$ cat config.mk
export PLATFORM = sky130hd
export DESIGN_NAME = bp_pht_scheduler
export DESIGN_NICKNAME = d
export VERILOG_FILES = /design/src/rtl/bp_pht_scheduler.sv
export SDC_FILE = /design/constraint.sdc
export NUM_CORES = 1
export LEC_CHECK = 0
export CAP_MARGIN = 20
export CORE_MARGIN = 8
export CORE_UTILIZATION = 35
export CTS_CLUSTER_SIZE = 12
export DETAILED_ROUTE_END_ITERATION = 8
export GPL_TIMING_DRIVEN = 0
export PLACE_DENSITY_LB_ADDON = 0.15
export SETUP_SLACK_MARGIN = 0.4
export SLEW_MARGIN = 10
export SYNTH_ARGS = -nofsm -noshare
export SYNTH_HDL_FRONTEND = slang
export SYNTH_SLANG_ARGS = --single-unit
$ cat constraint.sdc
create_clock -name clk -period 2.18 [get_ports clk]
set_input_delay 0.327 -clock clk [delete_from_list [all_inputs] [get_ports clk]]
set_output_delay 0.327 -clock clk [all_outputs]
set_load 0.01 [all_outputs]
$ cat src/rtl/bp_pht_scheduler.sv
// Single-port PHT owner: arbitrates fetch lookups against FIFO-buffered 2-bit counter
// training (read-modify-write). Defining BP_PHT_STATS_EN adds lookup/update/stall counters.
module bp_pht_scheduler #(
  parameter int IDX_W      = 8,
  parameter int FIFO_DEPTH = 4,
  parameter int STARVE_MAX = 7
) (
  input  logic             clk,
  input  logic             rst,
  input  logic             lookup_valid,
  input  logic [IDX_W-1:0] lookup_idx,
  output logic             lookup_ready,
  output logic             pred_valid,
  output logic [1:0]       pred_ctr,
  output logic             pred_taken,
  input  logic             upd_valid,
  input  logic [IDX_W-1:0] upd_idx,
  input  logic             upd_taken,
  output logic             upd_ready,
  output logic             mem_en,
  output logic             mem_we,
  output logic [IDX_W-1:0] mem_addr,
  output logic [1:0]       mem_wdata,
  input  logic [1:0]       mem_rdata,
  output logic             init_done
`ifdef BP_PHT_STATS_EN
  ,
  output logic [31:0]      stat_lookups,
  output logic [31:0]      stat_updates,
  output logic [31:0]      stat_stalls
`endif
);

  localparam int PTR_W = $clog2(FIFO_DEPTH);
  localparam int CNT_W = PTR_W + 1;
  localparam int ST_W  = $clog2(STARVE_MAX + 1);

  typedef enum logic [1:0] {S_INIT, S_IDLE, S_UPD_WR} state_t;

  state_t             state_q, state_d;
  logic [IDX_W-1:0]   init_addr_q, init_addr_d;
  logic               init_done_q, init_done_d;
  logic               pred_valid_q, pred_valid_d;
  logic [PTR_W-1:0]   wr_ptr_q, wr_ptr_d, rd_ptr_q, rd_ptr_d;
  logic [CNT_W-1:0]   count_q, count_d;
  logic [ST_W-1:0]    starve_q, starve_d;
  logic [IDX_W-1:0]   fifo_idx_q [FIFO_DEPTH];
  logic               fifo_tkn_q [FIFO_DEPTH];

  logic             fifo_full, fifo_empty, force_upd, grant, push, pop, head_tkn;
  logic [IDX_W-1:0] head_idx;
  logic [1:0]       new_ctr;

  assign fifo_full  = (count_q == CNT_W'(FIFO_DEPTH));
  assign fifo_empty = (count_q == '0);
  assign force_upd  = fifo_full || ((starve_q == ST_W'(STARVE_MAX)) && !fifo_empty);
  assign lookup_ready = !rst && (state_q == S_IDLE) && !force_upd;
  assign upd_ready    = !rst && init_done_q && !fifo_full;
  assign grant = lookup_valid && lookup_ready;
  assign push  = upd_valid && upd_ready;
  assign pop   = !rst && (state_q == S_UPD_WR);
  assign head_idx = fifo_idx_q[rd_ptr_q];
  assign head_tkn = fifo_tkn_q[rd_ptr_q];

  always_comb begin
    if (head_tkn) new_ctr = (mem_rdata == 2'd3) ? 2'd3 : mem_rdata + 2'd1;
    else          new_ctr = (mem_rdata == 2'd0) ? 2'd0 : mem_rdata - 2'd1;
  end

  always_comb begin
    state_d      = state_q;
    init_addr_d  = init_addr_q;
    init_done_d  = init_done_q;
    pred_valid_d = grant;
    starve_d     = starve_q;
    wr_ptr_d     = push ? wr_ptr_q + PTR_W'(1) : wr_ptr_q;
    rd_ptr_d     = pop ? rd_ptr_q + PTR_W'(1) : rd_ptr_q;
    count_d      = count_q + CNT_W'(push) - CNT_W'(pop);
    mem_en       = 1'b0;
    mem_we       = 1'b0;
    mem_addr     = '0;
    mem_wdata    = 2'b00;
    // Outputs stay quiet while rst is high; the flops themselves reset on the edge.
    if (!rst) begin
      case (state_q)
        S_INIT: begin
          mem_en      = 1'b1;
          mem_we      = 1'b1;
          mem_addr    = init_addr_q;
          mem_wdata   = 2'b01;
          init_addr_d = init_addr_q + IDX_W'(1);
          if (init_addr_q == '1) begin
            state_d     = S_IDLE;
            init_done_d = 1'b1;
          end
        end
        S_IDLE: begin
          if (grant) begin
            mem_en   = 1'b1;
            mem_addr = lookup_idx;
            if (!fifo_empty && (starve_q != ST_W'(STARVE_MAX))) starve_d = starve_q + ST_W'(1);
          end else if (!fifo_empty) begin
            mem_en   = 1'b1;
            mem_addr = head_idx;
            state_d  = S_UPD_WR;
          end
        end
        S_UPD_WR: begin
          mem_en    = 1'b1;
          mem_we    = 1'b1;
          mem_addr  = head_idx;
          mem_wdata = new_ctr;
          starve_d  = '0;
          state_d   = S_IDLE;
        end
        default: state_d = S_INIT;
      endcase
    end
  end

  always_ff @(posedge clk) begin
    if (rst) begin
      state_q      <= S_INIT;
      init_addr_q  <= '0;
      init_done_q  <= 1'b0;
      pred_valid_q <= 1'b0;
      wr_ptr_q     <= '0;
      rd_ptr_q     <= '0;
      count_q      <= '0;
      starve_q     <= '0;
    end else begin
      state_q      <= state_d;
      init_addr_q  <= init_addr_d;
      init_done_q  <= init_done_d;
      pred_valid_q <= pred_valid_d;
      wr_ptr_q     <= wr_ptr_d;
      rd_ptr_q     <= rd_ptr_d;
      count_q      <= count_d;
      starve_q     <= starve_d;
      if (push) begin
        fifo_idx_q[wr_ptr_q] <= upd_idx;
        fifo_tkn_q[wr_ptr_q] <= upd_taken;
      end
    end
  end

  assign init_done  = init_done_q && !rst;
  assign pred_valid = pred_valid_q && !rst;
  assign pred_ctr   = pred_valid ? mem_rdata : 2'b00;
  assign pred_taken = pred_ctr[1];

`ifdef BP_PHT_STATS_EN
  logic [31:0] stat_lookups_q, stat_updates_q, stat_stalls_q;

  always_ff @(posedge clk) begin
    if (rst) begin
      stat_lookups_q <= '0;
      stat_updates_q <= '0;
      stat_stalls_q  <= '0;
    end else begin
      if (grant) stat_lookups_q <= stat_lookups_q + 32'd1;
      if (pop)   stat_updates_q <= stat_updates_q + 32'd1;
      if (lookup_valid && !lookup_ready && init_done_q) stat_stalls_q <= stat_stalls_q + 32'd1;
    end
  end

  assign stat_lookups = stat_lookups_q;
  assign stat_updates = stat_updates_q;
  assign stat_stalls  = stat_stalls_q;
`endif

endmodule

# [Word-level counts from Yosys, hierarchy flattened]
# Memories as Yosys holds them, arrays and structs flattened. A register that Yosys moved wholly into a read port is not among the register bits.
# Index checks and enable logic that the tools add are counted.
[totals] elab_cells=83 input_bits=23 ff_bits=22 mem_count=2 ramBits=36 output_inout_bits=19
[op_classes] n_eq_ne=12 reduce_logical=23 muxes=30 add_sub_neg=8
[memory_table] memory="fifo_idx_q" words=4 width=8 read_ports=1 rd_clocked_by_memory_dff=1 wr=1 line_no="47" rtl="logic [IDX_W-1:0] fifo_idx_q [FIFO_DEPTH];"
[memory_table] memory="fifo_tkn_q" words=4 width=1 read_ports=1 rd_clocked_by_memory_dff=1 wr=1 line_no="48" rtl="logic fifo_tkn_q [FIFO_DEPTH];"
[ops] op="2-bit 2-to-1 mux" n=12
[ops] op="8-bit 2-to-1 mux" n=3
[ops] op="8-bit one-hot mux with 3 select lines" n=1
[ops] op="1-bit logical AND" n=10
[ops] op="8-bit by 1-bit adder with 8-bit output (second input constant)" n=1
[ops] op="8-bit == test (second input constant)" n=1
[ops] op="1-bit 2-to-1 mux" n=8
[ops] op="2-bit != test (second input constant)" n=4
[ops] op="2-bit by 1-bit adder with 2-bit output (second input constant)" n=3
[ops] op="3-bit == test (second input constant)" n=2
[ops] op="3-bit 2-to-1 mux" n=2
[ops] op="2-bit one-hot mux with 3 select lines" n=1
[ops] op="3-bit one-hot mux with 2 select lines" n=1
[ops] op="3-bit AND reduction" n=2
[ops] op="2-bit == test (second input constant)" n=2
[ops] op="1-bit logical NOT" n=4
[ops] op="2-bit logical NOT" n=2
[ops] op="2-bit one-hot mux with 2 select lines" n=1
[ops] op="3-bit by 1-bit adder with 3-bit output" n=1
[ops] op="3-bit by 1-bit adder with 3-bit output (second input constant)" n=1
[ops] op="3-bit logical NOT" n=1
[ops] op="3-bit != test (second input constant)" n=1
[ops] op="3-bit by 1-bit subtractor with 3-bit output" n=1
[ops] op="2-bit by 1-bit == test with 1-bit output (second input constant)" n=1
[ops] op="7 further kinds" n=7

# [Logic depth before layout (Yosys ltp)]
[logic_depth] ltp_word=10 mapped_depth=12 depth_no_buf=11

# [Worst setup path before layout]
# OpenSTA, ideal clock, no wires.
[synth_timing] path_type="input port to flip-flop" startpoint="in rst" endpoint="reg count_q[2]" n_path_buf=1 path_slack_ns=-0.140 t_required_ns=2.052 arrival_ns=2.193 setup_time_ns=0.128 stages=11 cell_sequence="buf_2 > nor2b_1 > o311ai_2 > ha_1 > inv_1 > ha_1 > inv_1 > fa_1 > xor2_1 > xnor2_1 > nor2_1"
[synth_via] elab_chain_cells=6 word_cells_on_any_way=7 classes_between="2 x add/sub; 5 x reduce/logical"
[synth_lines] item="from (decl)" line_no="9" rtl="input logic rst,"
[synth_lines] item="1-bit logical NOT"
[synth_lines] item="1-bit logical AND"
[synth_lines] item="net init_done" line_no="25" rtl="output logic init_done"
[synth_lines] item="1-bit logical AND" line_no="58" rtl="assign upd_ready = !rst && init_done_q && !fifo_full;"
[synth_lines] item="1-bit logical AND" line_no="60" rtl="assign push = upd_valid && upd_ready;"
[synth_lines] item="3-bit by 1-bit adder with 3-bit output" line_no="78" rtl="count_d = count_q + CNT_W'(push) - CNT_W'(pop);"
[synth_lines] item="3-bit by 1-bit subtractor with 3-bit output" line_no="78"
[synth_lines] item="to (signal assigned)" line_no="138" rtl="count_q <= count_d;"
[synth_lines] item="to (decl)" line_no="45" rtl="logic [CNT_W-1:0] count_q, count_d;"
# The timed path passes the listed nets, and every way through them passes these cells.
# A chain may end at the register's enable or synchronous reset.

# [Worst setup path in the final report]
[layout_timing] startpoint="reg starve_q[0]" endpoint="out mem_addr[5]"
[layout_via] elab_chain_cells=9
[layout_lines] item="from (decl)" line_no="46" rtl="logic [ST_W-1:0] starve_q, starve_d;"
[layout_lines] item="from (signal assigned)" line_no="139" rtl="starve_q <= starve_d;"
[layout_lines] item="3-bit == test" line_no="56" rtl="assign force_upd = fifo_full || ((starve_q == ST_W'(STARVE_MAX)) && !fifo_empty);"
[layout_lines] item="1-bit logical AND" line_no="56"
[layout_lines] item="1-bit logical OR" line_no="56"
[layout_lines] item="1-bit logical NOT" line_no="57" rtl="assign lookup_ready = !rst && (state_q == S_IDLE) && !force_upd;"
[layout_lines] item="1-bit logical AND" line_no="57"
[layout_lines] item="1-bit logical AND" line_no="59" rtl="assign grant = lookup_valid && lookup_ready;"
[layout_lines] item="8-bit 2-to-1 mux" line_no="98" rtl="if (grant) begin"
[layout_lines] item="8-bit one-hot mux with 3 select lines" line_no="85" rtl="case (state_q)"
[layout_lines] item="8-bit 2-to-1 mux" line_no="84" rtl="if (!rst) begin"
[layout_lines] item="to (decl)" line_no="22" rtl="output logic [IDX_W-1:0] mem_addr,"
# Every way passes these cells.

==> results by group <==
Run status
  – Run status: complete, but fails checks
  – Violated checks: setup timing

Clock network
  – Count of H-tree levels built during CTS: 3
  – TritonCTS clock tree: built
  – Root buffer selected by CTS: clkbuf_8
  – Total clock buffers created by CTS: 9
  – Clock Tree Buf Depth: 2
  – Hold buffer count at CTS: 0
  – Clock network latency to the later pin of the worst-skew pair: 0.33 ns
  – Register clock-pin slew on the reported worst setup and hold paths: 0.08 ns
  – Clock net sink count: 60

Synthesis
  – Gate Count Post-Synth: 216
  – Synth area leader: edfxtp_1
  – Number of synthesized flops with an enable pin: 36
  – Synthesized area divided by synthesized cell count: 12.7 um2
  – Syn. warnings: 0
  – Top-area cell type share of the netlist area: 39.5%
  – Post-synthesis cell area: 2740 um2
  – Proportion of synthesized chip area in sequential cells: 57.1%
  – Netlist cell types: 42
  – Total nets after synthesis: 249
  – Predominant post-synthesis flop cell: edfxtp_1
  – Async set-or-reset flop fraction in the synthesized netlist: 0%
  – Cell types occupying the most area after synthesis: edfxtp_1 40%, dfxtp_1 18%, mux4_2 7.4%
  – Seq cells post-synth: 60

Power
  – Switching Fraction: 21.0%
  – Final Total Pwr: 2.40 mW
  – Sequential fraction of design power: 50.3%
  – Switching power: 0.502 mW
  – Maximum vdd drop: 622 uV
  – Leakage power summed over all cells: 1.46 nW
  – Part of the power in combinational logic: 4.3%
  – Clock power frac: 45.3%
  – Cell Int Power: 1.89 mW
  – Power density cells: 622 nW/um2

Place
  – Hpwl dp: 4.22 mm
  – Number of port buffers: 40
  – Cell Count Post-Placement: 358
  – RePlAce Congestion: 0.742

Critical path
  – Classification of the worst setup path: reg -> out
  – Crit path largest cell delay: 0.34 ns
  – Sort of element at the end of the critical path: output port
  – Buf+Inv Stages, Crit Path: 2
  – Chain of cells forming the critical path: ha_4, ha_4, nand2b_4, nor2_4, o31ai_4, buf_12, a221o_2, buf_6
  – Largest fanout on the critical path: 8
  – Type of element launching the critical path: flop
  – Worst Reg-to-Reg Cells: 9
  – Cell with the biggest individual delay on the critical path: dfxtp_2
  – Kind of cell adding the most delay to the critical path: compound AO/OA/AOI/OAI gates
  – Launch point of the worst reg-to-reg path: count_q[0]$_SDFF_PP0_
  – RR Endpoint: count_q[2]$_SDFF_PP0_
  – Worst reg-to-reg setup slack: 0.08 ns
  – Arrival time at the worst endpoint: 1.95 ns
  – Most frequent cell on the critical path: ha_4
  – Critical path required time: 1.85 ns

Final layout
  – Commonest cells after routing, fill and taps aside: 36 x edfxtp_1, 22 x buf_4, 20 x clkdlybuf4s50_1
  – Fill cell instance count of the final layout: 701
  – Ant. Diodes: 0
  – Post-Layout Cell Count: 401
  – Storage cell area: 1580 um2
  – Most common cell after layout, fill and taps aside: edfxtp_1
  – Area growth from synthesis to layout: 40.7%
  – Area of the multi-input gates: 1210 um2
  – Number of nets in the final layout: 327
  – Proportion of layout cells with a drive suffix above 1: 35.5%

Route
  – Average detailed-routed wire length per instance: 16.1 um
  – Detailed-route via count: 1961
  – Number of optimization iterations in the first detailed-route pass: 4
  – Total DRC errors in the routed layout: 0
  – Iter 0 DRT Violations: 72
  – Total Routed Length: 6.44 mm
  – Number of nets with antenna violations after detailed routing: 0
  – Number of vias per cell: 4.89

Min path
  – Hold Path Stages: 2
  – Worst min-delay path class: in -> reg
  – Hold path startpoint: rst
  – Worst hold path endpoint: count_q[0]$_SDFF_PP0_

STA
  – Hold violation total from the final report: 0
  – Post-route clock skew: 0.0130 ns
  – Number of pins with negative max-slew slack in the final report: 0
  – Unrepaired setup endpoints after global routing: yes
  – Post-Route Setup TNS: -0.771 ns
  – Min cycle time layout: 2.28 ns
  – Final period util: 105%
  – Final WS setup: -0.100 ns
  – Top achievable clock speed: 439 MHz
  – Endpoints failing setup: 9
  – Tightest slew margin relative to the limit: 63.4%
  – Worst-margin pin slew: 0.548 ns

Floorplanning
  – Initial standard-cell utilization of the core: 35.8%
  – DIE AREA: 10900 um2
  – I/O pins: 42
  – Standard cell core area: 7650 um2
  – Floorplan die width: 104 um
  – Standard-cell row count: 32
  – Height of the die: 104 um

Global route
  – Global route overflow: 0
  – Pin count of the biggest net entering global routing: 12
  – Overall track demand over capacity in global routing: 12.2%
  – First-pass GRT wire length: 10.4 mm
  – Antenna violations before repair: 0
  – Number of global-route vias before repair: 2066

Run
  – Max capacitance violation total: 0
power groups by stage:
stage | Combinational, mW | Clock, mW | Sequential, mW
after floorplan | 0.0355 | 0 | 1.23
after global routing | 0.113 | 1.16 | 1.21
after CTS | 0.104 | 1.11 | 1.21
final | 0.104 | 1.09 | 1.21
after global placement | 0.102 | 0 | 1.24
after detailed placement | 0.103 | 0 | 1.24
state kept, by name, summed over array words and instances (netlist names), named ones only:
name / cells
count_q: 3
fifo_idx_q: 32
fifo_tkn_q: 4
init_addr_q: 8
init_done_q: 1
pred_valid_q: 1
rd_ptr_q: 2
starve_q: 3
state_q: 2
wr_ptr_q: 2
metal layers:
| layer | track usage (%) | wire (um) | vias to the layer above |
|---|---|---|---|
| met5 | 0 | 0 | - |
| met4 | 7.03 | 135 | 0 |
| met3 | 2.85 | 205 | 13 |
| met2 | 20.0 | 3230 | 32 |
| met1 | 14.4 | 2880 | 961 |
| li1 | - | - | 955 |
cell families after synthesis:
logic type | share of synthesized area [%]
xor+xnor | 3.84
mux | 7.78
flops | 57.1
buf+inv | 3.25
compound gates | 8.92
fa+ha+maj | 5.22
simple gates | 13.9
synthesized netlist by cell type, types with 2 or more instances:
master and n:
nand2b_1 2, nor2_1 21, a221o_1 5, or2_2 2, inv_1 8, nand2_1 12, ha_1 9, mux4_2 9
and2_1 10, and3_1 4, o211ai_1 3, edfxtp_1 36, nand4_1 3, a21oi_1 7, o21a_1 2, buf_6 2
buf_2 2, dfxtp_1 24, xnor2_1 7, o21ai_0 6, nor3_1 7, a221o_2 3, xor2_1 5, nor2b_1 6
clkbuf_1 4
metrics by stage:
| stage | area (um2) | hold slack, ns | setup slack [ns] | util (%) |
|---|---|---|---|---|
| 6_report | 3850 | 0.181 | -0.100 | 50.3 |
| 5_1_grt | 3850 | 0.168 | -0.175 | 50.3 |
| 4_1_cts | 3770 | 0.166 | -0.153 | 49.3 |
| 3_5_place_dp | 3330 | 0.472 | -0.433 | 43.5 |
| 3_3_place_gp | 3330 | 0.458 | -0.449 | 43.5 |
| 2_1_floorplan | 2800 | 0.426 | 0.143 | - |
layout make-up:
type                            count  area share (%)
Buffer                             10            2.37
Clock buffer                        9            3.22
Clock inverter                      7            2.37
Inverter                            8           0.878
Multi-Input combinational cell    138            31.5
Sequential cell                    60            41.1
Tap cell                          102            3.32
Timing Repair Buffer               67            15.3
worst max path at each step:
stage	from	to	slack [ns]	cells after the start
floorplan	rst	count_q[2]$_SDFF_PP0_	0.14	12
global placement	lookup_valid	mem_addr[6]	-0.45	6
detailed placement	lookup_valid	mem_addr[6]	-0.43	6
CTS	state_q[1]$_SDFFE_PP0P_	mem_addr[3]	-0.15	7
global route	starve_q[1]$_SDFFE_PP0P_	mem_addr[7]	-0.17	8
finish	starve_q[0]$_SDFFE_PP0P_	mem_addr[5]	-0.10	8
what timing repair did:
action                                  4_1_cts  5_1_grt
gates cloned                                  1        0
gates resized for setup                      95        8
endpoints found under the setup margin       56       16
hold endpoints to repair                      0        0
setup buffers                                19        7
pin swaps                                    14       14
Power figures use the tool's default switching activity.
